===== config.mk =====
export PLATFORM = sky130hd
export DESIGN_NAME = hazard_forward_ctrl_flat
export DESIGN_NICKNAME = d
export VERILOG_FILES = /design/src/rtl/hazard_pkg.sv /design/src/rtl/hazard_forward_ctrl_if.sv /design/src/rtl/hazard_track_stage.sv /design/src/rtl/hazard_forward_ctrl.sv /design/src/flat_wrapper.sv
export SDC_FILE = /design/constraint.sdc
export NUM_CORES = 1
export LEC_CHECK = 0
export CAP_MARGIN = 0
export CORE_MARGIN = 1
export CORE_UTILIZATION = 40
export CTS_BUF_LIST = sky130_fd_sc_hd__clkbuf_8
export CTS_CLUSTER_SIZE = 16
export DETAILED_ROUTE_END_ITERATION = 12
export GPL_TIMING_DRIVEN = 0
export PLACE_DENSITY = 0.67
export SETUP_SLACK_MARGIN = 0.3
export SLEW_MARGIN = 20
export SYNTH_ARGS = -nofsm -noshare
export SYNTH_HDL_FRONTEND = slang
export SYNTH_SLANG_ARGS = --single-unit

===== constraint.sdc =====
create_clock -name clk -period 5.8 [get_ports clk]
set_input_delay 0.58 -clock clk [delete_from_list [all_inputs] [get_ports clk]]
set_output_delay 0.58 -clock clk [all_outputs]
set_load 0.005 [all_outputs]

===== src/rtl/hazard_pkg.sv =====
`timescale 1ns/1ps
`default_nettype none
// ============================================================================
// Module   : hazard_pkg
// Purpose  : Shared types, constants and compare helpers for the regfile
//            write-path hazard/forwarding controller.
// Revision : 1.0 - initial release
// ============================================================================
package hazard_pkg;

    localparam int               REG_W    = 5;
    localparam logic [REG_W-1:0] ZERO_REG = 5'd31;
    localparam int               CNT_W    = 16;

    typedef enum logic [1:0] {
        FWD_RF  = 2'b00,
        FWD_EX  = 2'b01,
        FWD_MEM = 2'b10,
        FWD_WB  = 2'b11
    } fwd_sel_t;

    typedef struct packed {
        logic             valid;
        logic             reg_wrt;
        logic             is_load;
        logic [REG_W-1:0] rd;
    } track_entry_t;

    localparam track_entry_t BUBBLE = '{valid: 1'b0, reg_wrt: 1'b0, is_load: 1'b0, rd: '0};

    // A slot produces a value for src only if it really writes a non-XZR register.
    function automatic logic entry_match(input track_entry_t e,
                                         input logic [REG_W-1:0] src,
                                         input logic [REG_W-1:0] zero_reg);
        return e.valid & e.reg_wrt & (e.rd == src) & (src != zero_reg);
    endfunction

    // Youngest producer wins; a load still in EX is left to the load-use stall.
    function automatic fwd_sel_t fwd_select(input logic             use_src,
                                            input logic [REG_W-1:0] src,
                                            input track_entry_t     s0,
                                            input track_entry_t     s1,
                                            input track_entry_t     s2,
                                            input logic [REG_W-1:0] zero_reg);
        fwd_sel_t w_sel;
        w_sel = FWD_RF;
        if (!use_src)
            w_sel = FWD_RF;
        else if (entry_match(s0, src, zero_reg))
            w_sel = s0.is_load ? FWD_RF : FWD_EX;
        else if (entry_match(s1, src, zero_reg))
            w_sel = FWD_MEM;
        else if (entry_match(s2, src, zero_reg))
            w_sel = FWD_WB;
        return w_sel;
    endfunction

endpackage
`default_nettype wire


===== src/rtl/hazard_forward_ctrl_if.sv =====
`timescale 1ns/1ps
`default_nettype none
// ============================================================================
// Module   : hazard_forward_ctrl_if
// Purpose  : Issue-side request and regfile/forwarding response bundle.
// Revision : 1.0 - initial release
// ============================================================================
interface hazard_forward_ctrl_if #(
    parameter int CNT_W = hazard_pkg::CNT_W
);
    import hazard_pkg::*;

    logic             IssueValid;
    logic             IssueRegWrt;
    logic             IssueIsLoad;
    logic [REG_W-1:0] IssueRd;
    logic [REG_W-1:0] Rn;
    logic [REG_W-1:0] Rm;
    logic             UseRn;
    logic             UseRm;
    logic             Flush;

    logic             Stall;
    fwd_sel_t         FwdA;
    fwd_sel_t         FwdB;
    logic             WbRegWrt;
    logic [REG_W-1:0] WbRd;
    logic [CNT_W-1:0] StallCount;

    modport master (
        output IssueValid, IssueRegWrt, IssueIsLoad, IssueRd, Rn, Rm, UseRn, UseRm, Flush,
        input  Stall, FwdA, FwdB, WbRegWrt, WbRd, StallCount
    );

    modport slave (
        input  IssueValid, IssueRegWrt, IssueIsLoad, IssueRd, Rn, Rm, UseRn, UseRm, Flush,
        output Stall, FwdA, FwdB, WbRegWrt, WbRd, StallCount
    );

endinterface
`default_nettype wire


===== src/rtl/hazard_track_stage.sv =====
`timescale 1ns/1ps
`default_nettype none
// ============================================================================
// Module   : hazard_track_stage
// Purpose  : One pipeline tracking slot; kill loads a bubble instead of i_d.
// Revision : 1.0 - initial release
// ============================================================================
module hazard_track_stage
    import hazard_pkg::*;
(
    input  wire logic   clk,
    input  wire logic   reset,
    input  wire logic   i_kill,
    input  track_entry_t i_d,
    output track_entry_t o_q
);

    track_entry_t r_q;

    always_ff @(posedge clk or negedge reset) begin
        if (!reset)
            r_q <= BUBBLE;
        else if (i_kill)
            r_q <= BUBBLE;
        else
            r_q <= i_d;
    end

    assign o_q = r_q;

endmodule
`default_nettype wire


===== src/rtl/hazard_forward_ctrl.sv =====
`timescale 1ns/1ps
`default_nettype none
// ============================================================================
// Module   : hazard_forward_ctrl
// Purpose  : Tracks in-flight destinations through EX/MEM/WB, drives the
//            regfile write port, forwarding selects and the load-use stall.
// Revision : 1.0 - initial release
// ============================================================================
module hazard_forward_ctrl
    import hazard_pkg::*;
#(
    parameter logic [REG_W-1:0] ZERO_REG = hazard_pkg::ZERO_REG,
    parameter int               CNT_W    = hazard_pkg::CNT_W
) (
    input wire logic             clk,
    input wire logic             reset,
    hazard_forward_ctrl_if.slave bus
);

    localparam int C_NUM_SLOTS = 3;

    track_entry_t [C_NUM_SLOTS-1:0] w_d;
    track_entry_t [C_NUM_SLOTS-1:0] w_q;
    logic         [C_NUM_SLOTS-1:0] w_kill;
    track_entry_t                   w_issue;
    logic                           w_stall;
    logic                           w_accept;
    logic         [CNT_W-1:0]       r_stall_count;

    assign w_issue = '{valid: 1'b1, reg_wrt: bus.IssueRegWrt,
                       is_load: bus.IssueIsLoad, rd: bus.IssueRd};

    // Only a load sitting in EX can't be forwarded in time.
    assign w_stall = bus.IssueValid & ~bus.Flush & w_q[0].is_load &
                     ((bus.UseRn & entry_match(w_q[0], bus.Rn, ZERO_REG)) |
                      (bus.UseRm & entry_match(w_q[0], bus.Rm, ZERO_REG)));

    assign w_accept = bus.IssueValid & ~w_stall & ~bus.Flush;

    // Slot 0 = EX, 1 = MEM, 2 = WB. Flush kills issue and the EX occupant.
    assign w_d[0]    = w_issue;
    assign w_d[1]    = w_q[0];
    assign w_d[2]    = w_q[1];
    assign w_kill[0] = ~w_accept;
    assign w_kill[1] = bus.Flush;
    assign w_kill[2] = 1'b0;

    generate
        for (genvar i = 0; i < C_NUM_SLOTS; i++) begin : g_stage
            hazard_track_stage u_stage (
                .clk    (clk),
                .reset  (reset),
                .i_kill (w_kill[i]),
                .i_d    (w_d[i]),
                .o_q    (w_q[i])
            );
        end
    endgenerate

    always_ff @(posedge clk or negedge reset) begin
        if (!reset)
            r_stall_count <= '0;
        else if (w_stall && (r_stall_count != {CNT_W{1'b1}}))
            r_stall_count <= r_stall_count + 1'b1;
    end

    assign bus.Stall      = w_stall;
    assign bus.FwdA       = fwd_select(bus.UseRn, bus.Rn, w_q[0], w_q[1], w_q[2], ZERO_REG);
    assign bus.FwdB       = fwd_select(bus.UseRm, bus.Rm, w_q[0], w_q[1], w_q[2], ZERO_REG);
    assign bus.WbRegWrt   = w_q[2].valid & w_q[2].reg_wrt & (w_q[2].rd != ZERO_REG);
    assign bus.WbRd       = w_q[2].rd;
    assign bus.StallCount = r_stall_count;

endmodule
`default_nettype wire


===== src/flat_wrapper.sv =====
// flat-port wrapper written by rule: the top's interface ports become plain ports
module hazard_forward_ctrl_flat import hazard_pkg::*;
#(
    parameter logic [REG_W-1:0] ZERO_REG = hazard_pkg::ZERO_REG,
    parameter int               CNT_W    = hazard_pkg::CNT_W
)
  (clk, reset, bus_IssueValid, bus_IssueRegWrt, bus_IssueIsLoad, bus_IssueRd, bus_Rn, bus_Rm, bus_UseRn, bus_UseRm, bus_Flush, bus_Stall, bus_FwdA, bus_FwdB, bus_WbRegWrt, bus_WbRd, bus_StallCount);
  hazard_forward_ctrl_if #(.CNT_W(CNT_W)) bus_i ();
  input wire logic clk;
  input wire logic reset;
  input wire logic [$bits(bus_i.IssueValid)-1:0] bus_IssueValid;
  input wire logic [$bits(bus_i.IssueRegWrt)-1:0] bus_IssueRegWrt;
  input wire logic [$bits(bus_i.IssueIsLoad)-1:0] bus_IssueIsLoad;
  input wire logic [$bits(bus_i.IssueRd)-1:0] bus_IssueRd;
  input wire logic [$bits(bus_i.Rn)-1:0] bus_Rn;
  input wire logic [$bits(bus_i.Rm)-1:0] bus_Rm;
  input wire logic [$bits(bus_i.UseRn)-1:0] bus_UseRn;
  input wire logic [$bits(bus_i.UseRm)-1:0] bus_UseRm;
  input wire logic [$bits(bus_i.Flush)-1:0] bus_Flush;
  output wire logic [$bits(bus_i.Stall)-1:0] bus_Stall;
  output wire logic [$bits(bus_i.FwdA)-1:0] bus_FwdA;
  output wire logic [$bits(bus_i.FwdB)-1:0] bus_FwdB;
  output wire logic [$bits(bus_i.WbRegWrt)-1:0] bus_WbRegWrt;
  output wire logic [$bits(bus_i.WbRd)-1:0] bus_WbRd;
  output wire logic [$bits(bus_i.StallCount)-1:0] bus_StallCount;
  assign bus_i.IssueValid = bus_IssueValid;
  assign bus_i.IssueRegWrt = bus_IssueRegWrt;
  assign bus_i.IssueIsLoad = bus_IssueIsLoad;
  assign bus_i.IssueRd = bus_IssueRd;
  assign bus_i.Rn = bus_Rn;
  assign bus_i.Rm = bus_Rm;
  assign bus_i.UseRn = bus_UseRn;
  assign bus_i.UseRm = bus_UseRm;
  assign bus_i.Flush = bus_Flush;
  assign bus_Stall = bus_i.Stall;
  assign bus_FwdA = bus_i.FwdA;
  assign bus_FwdB = bus_i.FwdB;
  assign bus_WbRegWrt = bus_i.WbRegWrt;
  assign bus_WbRd = bus_i.WbRd;
  assign bus_StallCount = bus_i.StallCount;
  hazard_forward_ctrl #(.ZERO_REG(ZERO_REG), .CNT_W(CNT_W)) u_core (.clk(clk), .reset(reset), .bus(bus_i));
endmodule

==> results.py, run 1 <==
metrics = {
    "logic_synthesis": {
        "netlist_area_um2": 2030,
        "synthCells": 195,
        "synth.distinct_cells": 36,
        "ys_ff_latch": 38,
        "post_synth.cell_area_avg_um2": 10.4,
        "synth-seq-area-share_pct": 46.8,
        "postSynthNetCount": 219,
        "yosys_warnings": 0,
    },
    "global_routing": {
        "grt_usage_pct": 18.5,
        "grt_pass1_wl_um": 7450,
        "grt_antenna_before_repair": 0,
        "grt_pass1_vias": 1489,
        "globalRoute.totalOverflow": 0,
        "largest_net_degree_at_the_start_of_global_routing": 30,
    },
    "finish": {
        "mostFrequentLayoutCell": "sky130_fd_sc_hd__clkdlybuf4s50_1",
        "final_layout_size_suffix_gt1_share_pct": 9.16,
        "final_core_utilization_pct": 56.2,
        "area_growth_pct": 33.0,
        "layout_common_cells": "sky130_fd_sc_hd__clkdlybuf4s50_1, sky130_fd_sc_hd__dfrtp_1, sky130_fd_sc_hd__xnor2_1",
        "diode_count": 0,
        "finalNonFillerCells": 318,
        "final_net_count": 276,
    },
    "clocking": {
        "worstSkewPairLatency_ns": 0.29,
        "cts_tree": "built",
        "cts_resized": 0,
        "cts_buffer_depth": 2,
        "clockRootBuffer": "sky130_fd_sc_hd__clkbuf_8",
        "clkTransAtPathRegs_ns": 0.07,
        "post-cts-setup-buffer-count": 0,
        "tritoncts_num_sinks": 38,
        "cts_htree_levels": 2,
        "numCtsBuffers": 5,
        "holdBufCountCts": 0,
    },
    "placement": {
        "detailedPlace.worstSlack_ns": 2.24,
        "gp_routability_congestion": 0.889,
        "io_buffers": 49,
        "place.detailed.instances": 312,
        "dpl.hpwl_um": 3430,
    },
    "critical_path": {
        "worstPathRequired_ns": 5.22,
        "critical_path.startpoint_type": "input pin",
        "setup.reg_to_reg.worst_slack_ns": 3.81,
        "timing.rr.end": "u_core.bus.StallCount[1]$_DFFE_PN0P_",
        "timing.critical_path.arrival_ns": 2.99,
        "rr_startpoint": "u_core.g_stage[0].u_stage.o_q[1]$_DFF_PN0_",
        "worst-path-max-fanout": 10,
        "worstSetupEndpointType": "output pin",
        "critPathKind": "in2out",
        "timing.reg2reg.worst_path_depth": 7,
    },
    "sta": {
        "max_freq_ghz": 0.280,
        "hold_ws_ns": 0.148,
        "finalHoldViolations": 0,
        "max_slew_margin_pct": 69.0,
        "final_min_period_over_clock_period_pct": 61.5,
        "clock-skew-final_ns": 0.00831,
        "report.final.slew_viol_count": 0,
        "finalSetupViolations": 0,
        "setup_ws_ns": 2.23,
        "max_slew.worst_pin.slew_ns": 0.462,
        "grt_setup_unrepaired": "false",
        "tns_ns": 0,
        "finalCriticalPeriod_ns": 3.57,
    },
    "die": {
        "boundaryPins": 50,
        "dieArea_um2": 5370,
        "die_y_um": 73.3,
        "placement_rows": 25,
        "initial_core_util_pct": 42.2,
        "fp.dieW_um": 73.3,
        "floorplan.core_area_um2": 4820,
    },
    "routing": {
        "vias": 1630,
        "dr.pass1.iters": 5,
        "vias_per_cell": 5.13,
        "routedWlPerCell_um": 14.2,
        "detail-route-antenna-nets": 0,
        "dr.first_iter.drc_count": 108,
        "postRouteWirelength_um": 4520,
        "dr_drc_count": 0,
    },
    "power": {
        "ir_drop_v": 0.000126,
        "power-per-cell-area_nw_per_um2": 187,
        "static-leakage-power_nw": 1.16,
    },
    "min_path": {
        "worst_hold_path_class": "in2async",
    },
    "status": {
        "outcome": "finished, final reports clean",
    },
    "flow_run": {
        "drv.max_cap_violation_count": 0,
    },
}
[state kept, by name (all words and copies together), names as in the netlist]
name,cells
u_core.bus.StallCount,16
u_core.g_stage.u_stage.o_q,22
[power by group]
part           total, mW  switching, mW  internal, mW
logic             0.0522         0.0236        0.0286
registers          0.275        0.00497         0.270
clock network      0.178         0.0863        0.0916
total              0.505          0.115         0.390
[worst max path at each step]
stage,start,end,slack [ns],depth (start not counted)
6_report,bus_Rn[0],bus_Stall,2.23,9
5_1_grt,bus_Rn[0],bus_Stall,2.07,9
4_1_cts,bus_Rn[0],bus_Stall,2.23,9
3_5_place_dp,bus_Rn[0],bus_Stall,2.24,9
3_3_place_gp,bus_Rn[0],bus_Stall,2.26,9
2_1_floorplan,bus_Rm[3],bus_Stall,3.53,7
[synthesized netlist by cell type, drive strengths merged]
master,instances,share of area [%]
nor2b,7,2.2
xor2,17,7.3
mux2,2,1.5
a21boi,1,0.37
dfrtp,38,47
or2,1,0.31
o2bb2ai,1,0.43
and2,10,3.1
nor2,10,2.0
and4,3,1.3
or4,2,0.74
a21oi,1,0.43
nor4,3,1.2
nand2,11,2.0
nand3,13,3.4
nand4,14,4.6
xnor2,24,10
nor3,5,1.2
and3,9,2.8
nor3b,1,0.37
nand2b,2,0.62
ha,1,0.62
o41ai,1,0.43
inv,3,0.55
a221oi,1,0.43
a21o,1,0.37
buf,7,3.0
o22ai,1,0.31
a31oi,3,0.92
o21ai,1,0.25
clkbuf,1,0.18
[cell type report]
class,count,area (µm²)
Buffer,8,63.8
Tap cell,67,83.8
Timing Repair Buffer,50,505
Clock buffer,6,82.6
Inverter,3,11.3
Fill cell,447,2110
Multi-Input combinational cell,146,1010
Sequential cell,38,951
[routing by layer]
metal / GRT usage (%) / up-vias / routed length (µm)
met5: 0 / - / 0
met4: 7.05 / 0 / 76
met3: 4.12 / 7 / 176
met2: 27.6 / 46 / 2090
met1: 26.3 / 791 / 2170
li1: - / 786 / -
[cell families after synthesis]
kind of cell | share of synthesized area, %
xor gates and xnor gates | 17.7
muxes | 1.48
buffers and inverters | 3.69
and+or+nand+nor | 25.8
DFF | 46.8
adders and majority gates | 0.615
AOI/OAI and AO/OA | 3.94
[stage by stage]
step / instance area (µm²) / power (mW)
3_5_place_dp: 2620 / 0.333
4_1_cts: 2710 / 0.511
2_1_floorplan: 2030 / 0.299
5_1_grt: 2710 / 0.528
3_3_place_gp: 2610 / 0.330
6_report: 2710 / 0.505
[critical path: stages]
cell	delay, ns
sky130_fd_sc_hd__clkdlybuf4s50_1	0.62
sky130_fd_sc_hd__xnor2_1	0.15
sky130_fd_sc_hd__nand3_1	0.10
sky130_fd_sc_hd__nor3_1	0.43
sky130_fd_sc_hd__a21o_1	0.20
sky130_fd_sc_hd__buf_6	0.14
sky130_fd_sc_hd__buf_6	0.14
sky130_fd_sc_hd__and2_1	0.13
sky130_fd_sc_hd__clkdlybuf4s50_1	0.49
Power figures use the tool's default switching activity.
==> run 2, diff against run 1 <==
Settings changed: PLACE_DENSITY 0.67 to 0.7.
Clock period 5.8 ns to 3.1 ns, I/O delays scaled along.
==> run 2 against run 1 <==
Die area unchanged. Total power rose by 89%. Combinational power increased by 89%. Clock power grew 91%. Register-to-register slack lost 2.8 ns. Critical path type is now reg2out. Largest power group unchanged.
==> results.py, run 2 (same netlist as run 1, synthesis figures left out) <==
metrics = {
    "critical_path": {
        "crit_family": "simple AND/OR/NAND/NOR gates",
        "timing.critical_path.slowest_stage_cell": "sky130_fd_sc_hd__clkdlybuf4s50_1",
        "worst_path_buffer_plus_inverter_count": 1,
        "rr_startpoint": "u_core.g_stage[0].u_stage.o_q[3]$_DFF_PN0_",
        "crit_chain": "xnor2_1, and3_1, nand3_1, nand2_1, or4_4, o41ai_1, clkdlybuf4s50_1",
        "worstPathRequired_ns": 2.79,
        "number_of_cells_on_the_critical_path": 7,
        "crit_path_end": "bus_FwdB[1]",
        "critical_path.startpoint_type": "flip-flop",
        "worst-path-max-fanout": 3,
        "crit_path_max_incr_delay_ns": 0.58,
        "timing.rr.end": "u_core.bus.StallCount[1]$_DFFE_PN0P_",
        "worstSetupEndpointType": "output pin",
        "timing.reg2reg.worst_path_depth": 8,
        "timing.critical_path.from": "u_core.g_stage[0].u_stage.o_q[1]$_DFF_PN0_",
        "setup.reg_to_reg.worst_slack_ns": 1.04,
        "timing.critical_path.arrival_ns": 2.37,
        "critPathKind": "reg2out",
    },
    "finish": {
        "layout_common_cells": "sky130_fd_sc_hd__dfrtp_1, sky130_fd_sc_hd__clkdlybuf4s50_1, sky130_fd_sc_hd__xnor2_1",
        "mostFrequentLayoutCell": "sky130_fd_sc_hd__dfrtp_1",
        "final_layout_size_suffix_gt1_share_pct": 13.1,
        "final_net_count": 282,
        "number_of_flip_flops_under_the_largest_register_name": 22,
        "final.fill_count": 433,
        "final_core_utilization_pct": 58.2,
        "diode_count": 0,
        "area_growth_pct": 37.9,
        "layout.cell_area.non_filler_um2": 2800,
    },
    "clocking": {
        "cts_tree": "built",
        "cts_htree_levels": 2,
        "clkTransAtPathRegs_ns": 0.07,
        "cts_buffer_depth": 2,
        "tritoncts_num_sinks": 38,
        "worstSkewPairLatency_ns": 0.28,
        "clockRootBuffer": "sky130_fd_sc_hd__clkbuf_8",
        "numCtsBuffers": 5,
    },
    "global_routing": {
        "grt_antenna_before_repair": 0,
        "globalRoute.totalOverflow": 0,
        "grt_pass1_vias": 1581,
        "largest_net_degree_at_the_start_of_global_routing": 26,
        "grt_pass1_wl_um": 7670,
        "grt_usage_pct": 18.9,
    },
    "sta": {
        "max_slew.worst_pin.slew_ns": 0.409,
        "hold_ws_ns": 0.380,
        "max_freq_ghz": 0.373,
        "max_slew_margin_pct": 72.7,
        "tns_ns": 0,
        "finalHoldViolations": 0,
        "grt_setup_unrepaired": "false",
        "finalSetupViolations": 0,
        "clock-skew-final_ns": 0.00610,
        "report.final.slew_viol_count": 0,
        "finalCriticalPeriod_ns": 2.68,
        "final_min_period_over_clock_period_pct": 86.5,
    },
    "routing": {
        "dr.pass1.iters": 5,
        "routedWlPerCell_um": 13.9,
        "vias": 1664,
        "dr_drc_count": 0,
        "postRouteWirelength_um": 4540,
        "vias_per_cell": 5.10,
        "detail-route-antenna-nets": 0,
        "dr.first_iter.drc_count": 67,
    },
    "min_path": {
        "worst_hold_path_class": "reg2reg",
    },
    "die": {
        "dieArea_um2": 5370,
        "fp.dieW_um": 73.3,
        "boundaryPins": 50,
        "placement_rows": 25,
        "floorplan.core_area_um2": 4820,
        "initial_core_util_pct": 42.2,
        "die_y_um": 73.3,
    },
    "placement": {
        "gp_routability_congestion": 0.892,
        "dpl.hpwl_um": 3440,
        "dpl-instance-area_um2": 2630,
        "io_buffers": 49,
    },
    "power": {
        "power-per-cell-area_nw_per_um2": 340,
        "static-leakage-power_nw": 1.28,
        "ir_drop_v": 0.000280,
    },
    "flow_run": {
        "drv.max_cap_violation_count": 0,
    },
    "status": {
        "outcome": "finished, final reports clean",
    },
}
==> run 2: layout make-up <==
class	instances	area (µm²)	share of cell area, %
Clock buffer	6	82.6	2.95
Multi-Input combinational cell	146	1030	36.9
Buffer	8	63.8	2.28
Tap cell	67	83.8	2.99
Timing Repair Buffer	56	568	20.3
Sequential cell	38	951	33.9
Inverter	3	11.3	0.402
Clock inverter	2	8.76	0.312
==> run 2: per-layer routing <==
layer / vias up / global-route usage [%] / share of wire, %
met4: 0 / 6.41 / 1.1
met2: 46 / 29.3 / 48
met5: - / 0 / 0
met3: 6 / 3.70 / 3.7
li1: 806 / - / -
met1: 806 / 26.5 / 47
==> run 2: worst reg2reg max path: cells and delay by family (launching register included) <==
kind	cells	cell delay (ns)
AO/OA/AOI/OAI	1	0.10
AND/OR/NAND/NOR	3	0.70
flip-flops	1	0.41
buffers and inverters	2	0.24
multiplexers	1	0.32
XOR/XNOR	1	0.18
==> run 2: through the flow <==
step | power, mW | std cells | worst slack (ns)
2_1_floorplan | 0.559 | 195 | 1.26
3_3_place_gp | 0.618 | 311 | 0.0826
3_5_place_dp | 0.623 | 312 | 0.0920
4_1_cts | 0.964 | 321 | 0.247
5_1_grt | 0.998 | 326 | 0.347
6_report | 0.953 | 326 | 0.419
==> run 2: worst min-delay path by stage <==
stage / startpoint / end / slack (ns) / cells past startpoint
2_1_floorplan: reset / u_core.bus.StallCount[0]$_DFFE_PN0P_ / 0.01 / 0
3_3_place_gp: u_core.g_stage[1].u_stage.o_q[6]$_DFF_PN0_ / u_core.g_stage[2].u_stage.o_q[6]$_DFF_PN0_ / 0.37 / 0
3_5_place_dp: reset / u_core.g_stage[0].u_stage.o_q[0]$_DFF_PN0_ / 0.24 / 1
4_1_cts: u_core.g_stage[1].u_stage.o_q[7]$_DFF_PN0_ / u_core.g_stage[2].u_stage.o_q[7]$_DFF_PN0_ / 0.38 / 0
5_1_grt: u_core.g_stage[1].u_stage.o_q[7]$_DFF_PN0_ / u_core.g_stage[2].u_stage.o_q[7]$_DFF_PN0_ / 0.41 / 0
6_report: u_core.g_stage[1].u_stage.o_q[7]$_DFF_PN0_ / u_core.g_stage[2].u_stage.o_q[7]$_DFF_PN0_ / 0.38 / 0
==> run 2: timing repair <==
action | CTS | global route
gates cloned | 0 | 0
endpoints found under the hold margin | 13 | 0
endpoints found under the setup margin | 3 | 5
hold buffers | 1 | 0
pin swaps | 1 | 6
setup buffers | 0 | 5
gates resized for setup | 7 | 13
==> run 2: power by group <==
part	total, mW	switching [mW]	internal (mW)
Sequential	0.514	0.00924	0.505
Clock	0.340	0.164	0.176
Combinational	0.0989	0.0461	0.0528
Total	0.953	0.219	0.734
==> run 3, diff against run 2 <==
Settings changed: CAP_MARGIN 0 to 20, PLACE_DENSITY 0.7 to default, PLACE_DENSITY_LB_ADDON from default to 0.12.
Clock period 3.1 ns to 3.25 ns, I/O delays scaled along.
==> run 3 against run 2 <==
Via count decreased by 1.7%. Final cell count decreased by 0.61%. Combinational power down 6.2%. Non-clock buffer count decreased by 2. Critical path type is now in2out. Critical endpoint is now bus_FwdA[1].
==> results.py, run 3 (same netlist as run 1, synthesis figures left out) <==
metrics = {
    "status": {
        "outcome": "finished, final reports clean",
    },
    "power": {
        "cell_internal_pwr_mw": 0.859,
        "static-leakage-power_nw": 1.23,
        "power-per-cell-area_nw_per_um2": 384,
        "clockPowerShare_pct": 46.0,
        "ir_drop_v": 0.000281,
        "combPwrFrac_pct": 8.6,
        "share_seq_of_total_power_pct": 45.4,
        "swShare_pct": 20.5,
        "power.net_switching_mw": 0.221,
    },
    "sta": {
        "finalSetupViolations": 0,
        "setup_ws_ns": 0.412,
        "hold_ws_ns": 0.381,
        "grt_setup_unrepaired": "false",
        "report.final.slew_viol_count": 0,
        "finalHoldViolations": 0,
        "finalCriticalPeriod_ns": 2.84,
        "final_min_period_over_clock_period_pct": 87.3,
        "max_slew.worst_pin.slew_ns": 0.393,
        "max_slew_margin_pct": 73.5,
        "tns_ns": 0,
        "max_freq_ghz": 0.352,
        "clock-skew-final_ns": 0.00587,
    },
    "clocking": {
        "cts_tree": "built",
        "worstSkewPairLatency_ns": 0.29,
        "cts_htree_levels": 2,
        "numCtsBuffers": 5,
        "clockRootBuffer": "sky130_fd_sc_hd__clkbuf_8",
        "tritoncts_num_sinks": 38,
        "cts_buffer_depth": 2,
        "clkTransAtPathRegs_ns": 0.08,
    },
    "global_routing": {
        "largest_net_degree_at_the_start_of_global_routing": 30,
        "grt_usage_pct": 18.5,
        "grt_pass1_wl_um": 7410,
        "globalRoute.totalOverflow": 0,
        "grt_antenna_before_repair": 0,
        "grt_pass1_vias": 1523,
    },
    "critical_path": {
        "setup.reg_to_reg.worst_slack_ns": 1.15,
        "timing.reg2reg.worst_path_depth": 8,
        "worstSetupEndpointType": "output pin",
        "crit_path_max_incr_delay_ns": 0.56,
        "timing.critical_path.from": "bus_Rn[1]",
        "rr_startpoint": "u_core.g_stage[0].u_stage.o_q[2]$_DFF_PN0_",
        "critical_path.startpoint_type": "input pin",
        "worst_path_buffer_plus_inverter_count": 2,
        "cell_with_the_most_instances_on_the_worst_path": "sky130_fd_sc_hd__clkdlybuf4s50_1",
        "timing.rr.end": "u_core.bus.StallCount[1]$_DFFE_PN0P_",
        "critPathKind": "in2out",
        "worst-path-max-fanout": 4,
        "crit_family": "buffers and inverters",
        "timing.critical_path.arrival_ns": 2.51,
        "worstPathRequired_ns": 2.92,
        "timing.critical_path.slowest_stage_cell": "sky130_fd_sc_hd__or4_1",
        "crit_chain": "clkdlybuf4s50_1, nand3_1, nor2_1, or4_1, a21boi_0, nor3b_1, clkdlybuf4s50_1",
    },
    "finish": {
        "layout.cell_area.non_filler_um2": 2810,
        "layout_common_cells": "sky130_fd_sc_hd__clkdlybuf4s50_1, sky130_fd_sc_hd__dfrtp_1, sky130_fd_sc_hd__xnor2_1",
        "finalNonFillerCells": 324,
        "diode_count": 0,
        "area_growth_pct": 38.2,
        "mostFrequentLayoutCell": "sky130_fd_sc_hd__clkdlybuf4s50_1",
        "final.fill_count": 446,
        "final-seq-area_um2": 951,
        "final_layout_size_suffix_gt1_share_pct": 11.3,
        "multi_input_comb_area_um2": 1020,
        "number_of_flip_flops_under_the_largest_register_name": 22,
        "final_net_count": 280,
    },
    "min_path": {
        "worst_hold_path_class": "reg2reg",
        "worstHoldEndpoint": "u_core.g_stage[2].u_stage.o_q[7]$_DFF_PN0_",
        "hold_path_depth": 0,
        "hold_start": "u_core.g_stage[1].u_stage.o_q[7]$_DFF_PN0_",
    },
    "routing": {
        "vias_per_cell": 5.05,
        "detail-route-antenna-nets": 0,
        "postRouteWirelength_um": 4460,
        "dr.first_iter.drc_count": 58,
        "vias": 1636,
        "dr.pass1.iters": 5,
        "routedWlPerCell_um": 13.8,
        "dr_drc_count": 0,
    },
    "die": {
        "boundaryPins": 50,
        "placement_rows": 25,
        "initial_core_util_pct": 42.2,
        "floorplan.core_area_um2": 4820,
        "dieArea_um2": 5370,
        "die_y_um": 73.3,
        "fp.dieW_um": 73.3,
    },
    "flow_run": {
        "drv.max_cap_violation_count": 0,
    },
    "placement": {
        "dpl.hpwl_um": 3460,
        "io_buffers": 49,
        "dpl-instance-area_um2": 2620,
        "gp_routability_congestion": 0.873,
        "place.detailed.instances": 312,
        "detailedPlace.worstSlack_ns": 0.231,
    },
}
[run 3: changes by cell type in the layout (fill, tap and decap cells not counted), sizes merged]
cell / previous run / this run
clkdlybuf4s50: 37 / 42
dlymetal6s2s: 6 / 2
buf: 14 / 12
bufinv: 0 / 2
clkdlybuf4s15: 2 / 0
dlygate4sd2: 2 / 4
clkbuf: 8 / 7
clkinv: 1 / 0
inv: 4 / 3
[run 3: worst reg2reg max path: cells and delay by family, from the launching register on]
kind / cells / cell delay (ns)
buffers and inverters: 2 / 0.23
flip-flops: 1 / 0.41
XOR/XNOR: 1 / 0.18
AND/OR/NAND/NOR: 3 / 0.74
AO/OA/AOI/OAI: 1 / 0.10
multiplexers: 1 / 0.33
[run 3: power by group through the flow]
stage | registers, mW | clock network (mW) | logic (mW)
2_1_floorplan | 0.497 | 0 | 0.0366
3_3_place_gp | 0.499 | 0 | 0.0902
3_5_place_dp | 0.499 | 0 | 0.0939
4_1_cts | 0.490 | 0.508 | 0.0935
5_1_grt | 0.491 | 0.533 | 0.103
6_report | 0.490 | 0.497 | 0.0928
[run 3: worst max path at each step]
stage                  end  slack, ns  depth (start not counted)
5_1_grt          bus_Stall       0.29                          8
3_3_place_gp     bus_Stall       0.19                          9
6_report       bus_FwdA[1]       0.41                          7
4_1_cts          bus_Stall       0.33                          9
3_5_place_dp     bus_Stall       0.23                          9
2_1_floorplan    bus_Stall       1.40                          7
[run 3: per-layer routing]
layer  track usage, %  vias to the layer above  share of wire [%]
li1                 -                      801                  -
met1             27.5                      767                 48
met2             26.4                       54                 46
met3             4.94                       14                4.8
met4             5.13                        0                1.4
met5                0                        -                  0
[run 3: layout make-up]
cell class / instances / area share, %
plain buffers: 8 / 2.27
inverters: 3 / 0.401
multi-input cells: 146 / 36.3
well taps: 67 / 2.98
clock inverters: 2 / 2.14
clock buffers: 6 / 2.94
flip-flops and latches: 38 / 33.9
repair buffers: 54 / 19.2
[run 3: repair_timing]
item	in CTS	in global routing
buffers inserted	0	3
pin swaps	1	2
hold buffers	1	0
hold endpoints to repair	9	0
endpoints found under the setup margin	3	3
gates resized for setup	5	3
[run 3: per-stage QoR]
| stage | utilization, % | total power, mW |
|---|---|---|
| finish | 58.3 | 1.08 |
| CTS | 57.6 | 1.09 |
| floorplan | - | 0.534 |
| global route | 58.3 | 1.13 |
| global placement | 54.1 | 0.590 |
| detailed placement | 54.4 | 0.593 |
